[src/rtl/clk_div_monitor.sv]
// Monitors a divided clock in the source clock domain: detects rising edges,
// measures period/high time, and tracks lock, mismatch and stall.
module clk_div_monitor #(
    parameter int EXP_PERIOD = 4,
    parameter int EXP_HIGH   = 2,
    parameter int TOL        = 0,
    parameter int LOCK_CNT   = 3,
    parameter int CNT_W      = 8
) (
    input  logic             clk,
    input  logic             rst_n,
    input  logic             clk_div_num,
    input  logic             en,
    input  logic             err_clr,
    output logic             tick,
    output logic             meas_valid,
    output logic [CNT_W-1:0] period,
    output logic [CNT_W-1:0] high,
    output logic             lock,
    output logic             err,
    output logic             stall
);

    localparam int               TW     = CNT_W + 2;
    localparam logic [CNT_W-1:0] MAX    = '1;
    localparam logic [CNT_W-1:0] ONE    = {{(CNT_W-1){1'b0}}, 1'b1};
    localparam logic [3:0]       LOCK_N = 4'(LOCK_CNT);

    typedef enum logic [1:0] {
        IDLE,
        ACQ,
        MEAS,
        LOCKED
    } state_t;

    state_t           state_q, state_d;
    logic             s0_q, s0_d;
    logic             s1_q, s1_d;
    logic [CNT_W-1:0] per_cnt_q, per_cnt_d;
    logic [CNT_W-1:0] hi_cnt_q, hi_cnt_d;
    logic [3:0]       match_q, match_d;
    logic             tick_q, tick_d;
    logic             mv_q, mv_d;
    logic [CNT_W-1:0] period_q, period_d;
    logic [CNT_W-1:0] high_q, high_d;
    logic             lock_q, lock_d;
    logic             err_q, err_d;
    logic             stall_q, stall_d;

    logic             rise;
    logic             sample_ok;
    logic             err_ev;
    logic             stall_ev;
    logic [3:0]       match_inc;

    // Saturating increment: counters stick at MAX instead of wrapping.
    function automatic logic [CNT_W-1:0] sat_inc(input logic [CNT_W-1:0] v,
                                                 input logic inc);
        if (inc && (v != MAX)) begin
            return v + ONE;
        end
        return v;
    endfunction

    function automatic logic within_tol(input logic [CNT_W-1:0] meas,
                                        input int expv);
        logic signed [TW-1:0] m_s;
        logic signed [TW-1:0] e_s;
        logic signed [TW-1:0] d_s;
        m_s = $signed({2'b00, meas});
        e_s = TW'(expv);
        d_s = m_s - e_s;
        if (d_s < 0) begin
            d_s = -d_s;
        end
        return (d_s <= TW'(TOL));
    endfunction

    assign rise      = s0_q & ~s1_q;
    assign sample_ok = within_tol(per_cnt_q, EXP_PERIOD) && within_tol(hi_cnt_q, EXP_HIGH);
    assign match_inc = match_q + 4'd1;

    always_comb begin
        state_d   = state_q;
        s0_d      = clk_div_num;
        s1_d      = s0_q;
        match_d   = match_q;
        tick_d    = 1'b0;
        mv_d      = 1'b0;
        period_d  = period_q;
        high_d    = high_q;
        lock_d    = lock_q;
        err_d     = err_q;
        stall_d   = stall_q;
        err_ev    = 1'b0;
        stall_ev  = 1'b0;

        // The rise sample itself is high, so both counters restart at 1.
        if (rise) begin
            per_cnt_d = ONE;
            hi_cnt_d  = ONE;
        end else begin
            per_cnt_d = sat_inc(per_cnt_q, 1'b1);
            hi_cnt_d  = sat_inc(hi_cnt_q, s0_q);
        end

        case (state_q)
            IDLE: begin
                per_cnt_d = '0;
                hi_cnt_d  = '0;
                match_d   = '0;
                lock_d    = 1'b0;
                if (en) begin
                    state_d = ACQ;
                end
            end
            ACQ: begin
                if (rise) begin
                    tick_d  = 1'b1;
                    match_d = '0;
                    state_d = MEAS;
                end
            end
            MEAS: begin
                if (rise) begin
                    tick_d   = 1'b1;
                    mv_d     = 1'b1;
                    period_d = per_cnt_q;
                    high_d   = hi_cnt_q;
                    if (sample_ok) begin
                        match_d = match_inc;
                        if (match_inc == LOCK_N) begin
                            lock_d  = 1'b1;
                            state_d = LOCKED;
                        end
                    end else begin
                        match_d = '0;
                    end
                end else if (per_cnt_d == MAX) begin
                    stall_ev = 1'b1;
                    lock_d   = 1'b0;
                    state_d  = ACQ;
                end
            end
            LOCKED: begin
                if (rise) begin
                    tick_d   = 1'b1;
                    mv_d     = 1'b1;
                    period_d = per_cnt_q;
                    high_d   = hi_cnt_q;
                    if (!sample_ok) begin
                        err_ev  = 1'b1;
                        lock_d  = 1'b0;
                        match_d = '0;
                        state_d = MEAS;
                    end
                end else if (per_cnt_d == MAX) begin
                    stall_ev = 1'b1;
                    lock_d   = 1'b0;
                    state_d  = ACQ;
                end
            end
            default: begin
                state_d = IDLE;
            end
        endcase

        // Disable discards any partial measurement, including one completing now.
        if (!en) begin
            state_d   = IDLE;
            per_cnt_d = '0;
            hi_cnt_d  = '0;
            match_d   = '0;
            tick_d    = 1'b0;
            mv_d      = 1'b0;
            period_d  = period_q;
            high_d    = high_q;
            lock_d    = 1'b0;
            err_ev    = 1'b0;
            stall_ev  = 1'b0;
        end

        if (err_clr) begin
            err_d   = 1'b0;
            stall_d = 1'b0;
        end
        if (err_ev) begin
            err_d = 1'b1;
        end
        if (stall_ev) begin
            err_d   = 1'b1;
            stall_d = 1'b1;
        end
    end

    always_ff @(posedge clk or negedge rst_n) begin
        if (!rst_n) begin
            state_q   <= IDLE;
            s0_q      <= 1'b0;
            s1_q      <= 1'b0;
            per_cnt_q <= '0;
            hi_cnt_q  <= '0;
            match_q   <= '0;
            tick_q    <= 1'b0;
            mv_q      <= 1'b0;
            period_q  <= '0;
            high_q    <= '0;
            lock_q    <= 1'b0;
            err_q     <= 1'b0;
            stall_q   <= 1'b0;
        end else begin
            state_q   <= state_d;
            s0_q      <= s0_d;
            s1_q      <= s1_d;
            per_cnt_q <= per_cnt_d;
            hi_cnt_q  <= hi_cnt_d;
            match_q   <= match_d;
            tick_q    <= tick_d;
            mv_q      <= mv_d;
            period_q  <= period_d;
            high_q    <= high_d;
            lock_q    <= lock_d;
            err_q     <= err_d;
            stall_q   <= stall_d;
        end
    end

    assign tick       = tick_q;
    assign meas_valid = mv_q;
    assign period     = period_q;
    assign high       = high_q;
    assign lock       = lock_q;
    assign err        = err_q;
    assign stall      = stall_q;

endmodule

[config.mk]
export PLATFORM = sky130hd
export DESIGN_NAME = clk_div_monitor
export DESIGN_NICKNAME = d
export VERILOG_FILES = /design/src/rtl/clk_div_monitor.sv
export SDC_FILE = /design/constraint.sdc
export NUM_CORES = 1
export LEC_CHECK = 0
export BUFFER_PORTS_ARGS = -buffer_cell sky130_fd_sc_hd__buf_2
export CORE_ASPECT_RATIO = 1.5
export CORE_UTILIZATION = 50
export CTS_CLUSTER_DIAMETER = 120
export DETAILED_ROUTE_END_ITERATION = 12
export GPL_TIMING_DRIVEN = 1
export PLACE_DENSITY = 0.74
export SKIP_CTS_REPAIR_TIMING = 1
export SKIP_LAST_GASP = 1
export SLEW_MARGIN = 20
export SYNTH_ARGS = -nofsm -noshare
export SYNTH_HDL_FRONTEND = slang
export SYNTH_SLANG_ARGS = --single-unit
[constraint.sdc]
create_clock -name clk -period 2.9 [get_ports clk]
set_input_delay 0.145 -clock clk [delete_from_list [all_inputs] [get_ports clk]]
set_output_delay 0.145 -clock clk [all_outputs]
set_load 0.01 [all_outputs]
==> impl_results.md <==
* Drt drc at 0
* Vias per cell at ~5.7
* CP most frequent cell: a2111oi_4
* Yosys cell types at 53
* Initial antenna violation count at 0
* Final-report hold violation count at 0
* Synth top area share at 44.60%
* Post-synth top area cell: dfrtp_1
* Diode count at 0
* # placed instances at 332
* Die X at roughly 60 µm
* Fin crit period at between 2 and 3 ns
* Initial DRC count at 90
* Fill cell count at 414
* Worst setup EP type: flop
* Dpl ws at roughly 0.22 ns
* Fin worst setup slack at approximately 0.22 ns
* Post-layout util at about three fifths
* Layout cells sized above 1 at between 20 and 25%
* Syn nets at about 270
* CP max stage cell: dfrtp_1
* Async S/R FF share, synth at between 90% and 100%
* Worst EP arrival at 2.86 ns
* I/O Buffers at 25
* Crit path depth at 8
* Pwr/cell area at about 560 nW/µm²
* Starting Density at between 50% and 60%
* Deepest clock path buffer count at 2
* Final WL at 5.152 mm
* Pin count of the biggest net entering global routing at between 40 and 50
* Yosys warns at 0
* Syn Inst Count at ~250
* Pre-Repair DR Iteration Count at 4
* VDD IR max at between 0.0003 and 0.0004 V
* Slew Limit Fails at 0
* Core box area at between 4000 and 5000 µm²
* Final period util at roughly 92%
* Worst Reg2Reg Path Length in Cells at 8
* CP Data Required Time at between 3 and 4 ns
* Status: finished clean
* Nets at 297
* Final instance area at approximately 2900 µm²
* Die area at 5344 µm²
* Worst path top cell family by delay: compound AO/OA/AOI/OAI gates
* CTS tree: done
* Drt wl/cell at between 15 and 20 µm
* Post-synth EDFFs at 0
* Hold Crit Depth at 2
* Critical path type: flop to flop
* Routed Antenna Nets at 0
* Syn-to-layout area delta at 13.97%
* RSZ-0062 raised after global routing: no
* Sink Count at between 40 and 50
* CP max FO at 6
* Final setup viols at 0
* Clk_skew at 0.004449 ns
* Total I/O pin count at 26
* Routability Congestion at roughly 0.85
* Synth top area cells: dfrtp_1 45%, ha_1 8.4%, mux2_2 7.1%
* Clk Latency, worst-skew pair at around 0.3 ns
* Root buffer selected by CTS: clkbuf_8
* Slew margin rel. at approximately 60%
* Worst path cell trace: inv_1, ha_1, or3b_4, a2111oi_4, a2111oi_4, and3b_4, a211oi_2, mux2_1
* Cell Count, Final, Fillers Out at ~340
* Fmax at 0.3735 GHz
* Max Cap Violations at 0
* Clock-pin transition on the worst setup and hold timing paths at about 0.09 ns
* Rows at 31
* Placed cell area at between 2000 and 3000 µm²
* Most frequent cells in the layout: 45 x dfrtp_1, 24 x buf_2, 21 x nor2_1, 20 x nand2_1, 17 x ha_1
* Syn Area/Cell at 10.31 µm²
* HP Class: primary input to flop
* Worst path bufs/invs at 1
* Vias at roughly 2000
* DP HPWL at roughly 3.7 mm
* CP Launch Type: flop
* Flops & latches, synth at 45
* Slowest cell delay on critical path at around 0.47 ns
* GR Util All Layers at about 22%
* Mapped cell area at around 2500 µm²
* First-pass GRT wire length at a little under 9 mm
* Slew @ Worst Pin at slightly below 0.6 ns
* Setup TNS at 0 ns
* Synth Flop Type: dfrtp_1
* Die Height at a little under 90 µm
* Lkg Pwr at ~1.4 nW
* CTS Buf Count at 5
* Htree depth at 2
* Post-synthesis sequential area ratio at 44.60%
* Vias in the first global route at a little under 2000
* Total grt overflow at 0
* Most common cell after layout, fill and taps aside: dfrtp_1
[cells in the mapped netlist, types with 3 or more instances]
master	count
nor2_1	21
nand3_1	8
ha_1	17
a22o_1	3
nand2b_1	5
xnor2_1	8
nor3_1	3
o21ai_0	8
a31oi_1	6
buf_2	5
nand2_1	20
inv_1	14
nand4_1	3
a21oi_1	10
dfrtp_1	45
mux2_2	16
and3_1	6
[path summary, 6_finish.rpt]
kind / endpoint / slack (ns) / startpoint
max reg2reg: state_q[0] / 0.22 / hi_cnt_q[2]
min: stall / 0.05 / err_clr
max: state_q[0] / 0.22 / hi_cnt_q[2]
min reg2reg: s1_q / 0.50 / s0_q
max in group asynchronous: period[4] / 2.13 / rst_n
min in group asynchronous: tick / 0.38 / rst_n
[per-stage QoR]
step / power (mW) / hold slack, ns
after floorplan: 0.9929 / -0.1506
after global placement: 1.112 / 0.2524
after detailed placement: 1.118 / 0.2551
after CTS: 1.615 / -0.05456
after global routing: 1.698 / 0.06239
final: 1.603 / 0.05235
[layout make-up]
class	instances	area, µm²	share of cell area, %
clock buffers	7	86.33	3.000
well taps	66	82.58	2.870
multi-input cells	178	1323	45.96
flip-flops and latches	45	1126	39.13
inverters	14	52.55	1.826
clock inverters	1	30.03	1.043
repair buffers	31	177.7	6.174
[flip-flops by register name, indices dropped and copies added, names as in the netlist, 2 cells and up]
register / count
hi_cnt_q: 8
state_q: 2
period: 8
match_q: 4
high: 8
per_cnt_q: 8
[cell families (layout without fill, tap and decap cells)]
kind of cell / count (synthesis) / in the layout / synth area share [%]
buf+inv: 22 / 53 / 3.518
flops: 45 / 45 / 44.60
mux: 19 / 19 / 8.375
xor+xnor: 10 / 10 / 3.469
fa+ha+maj: 17 / 17 / 8.424
compound gates: 50 / 50 / 14.72
simple gates: 82 / 82 / 16.90
[report_power, final]
group / total, mW / switching, mW / internal [mW]
Sequential: 0.720 / 0.0445 / 0.675
Clock: 0.494 / 0.213 / 0.281
Combinational: 0.390 / 0.229 / 0.161
[layer usage]
metal | part of all wire (%) | GRT usage (%) | wire [µm]
met1 | 43 | 25.80 | 2193
met2 | 52 | 37.98 | 2673
met3 | 3.1 | 3.618 | 162
met4 | 2.4 | 9.302 | 122
met5 | 0 | 0 | 0
(Power assumes the default switching activity.)
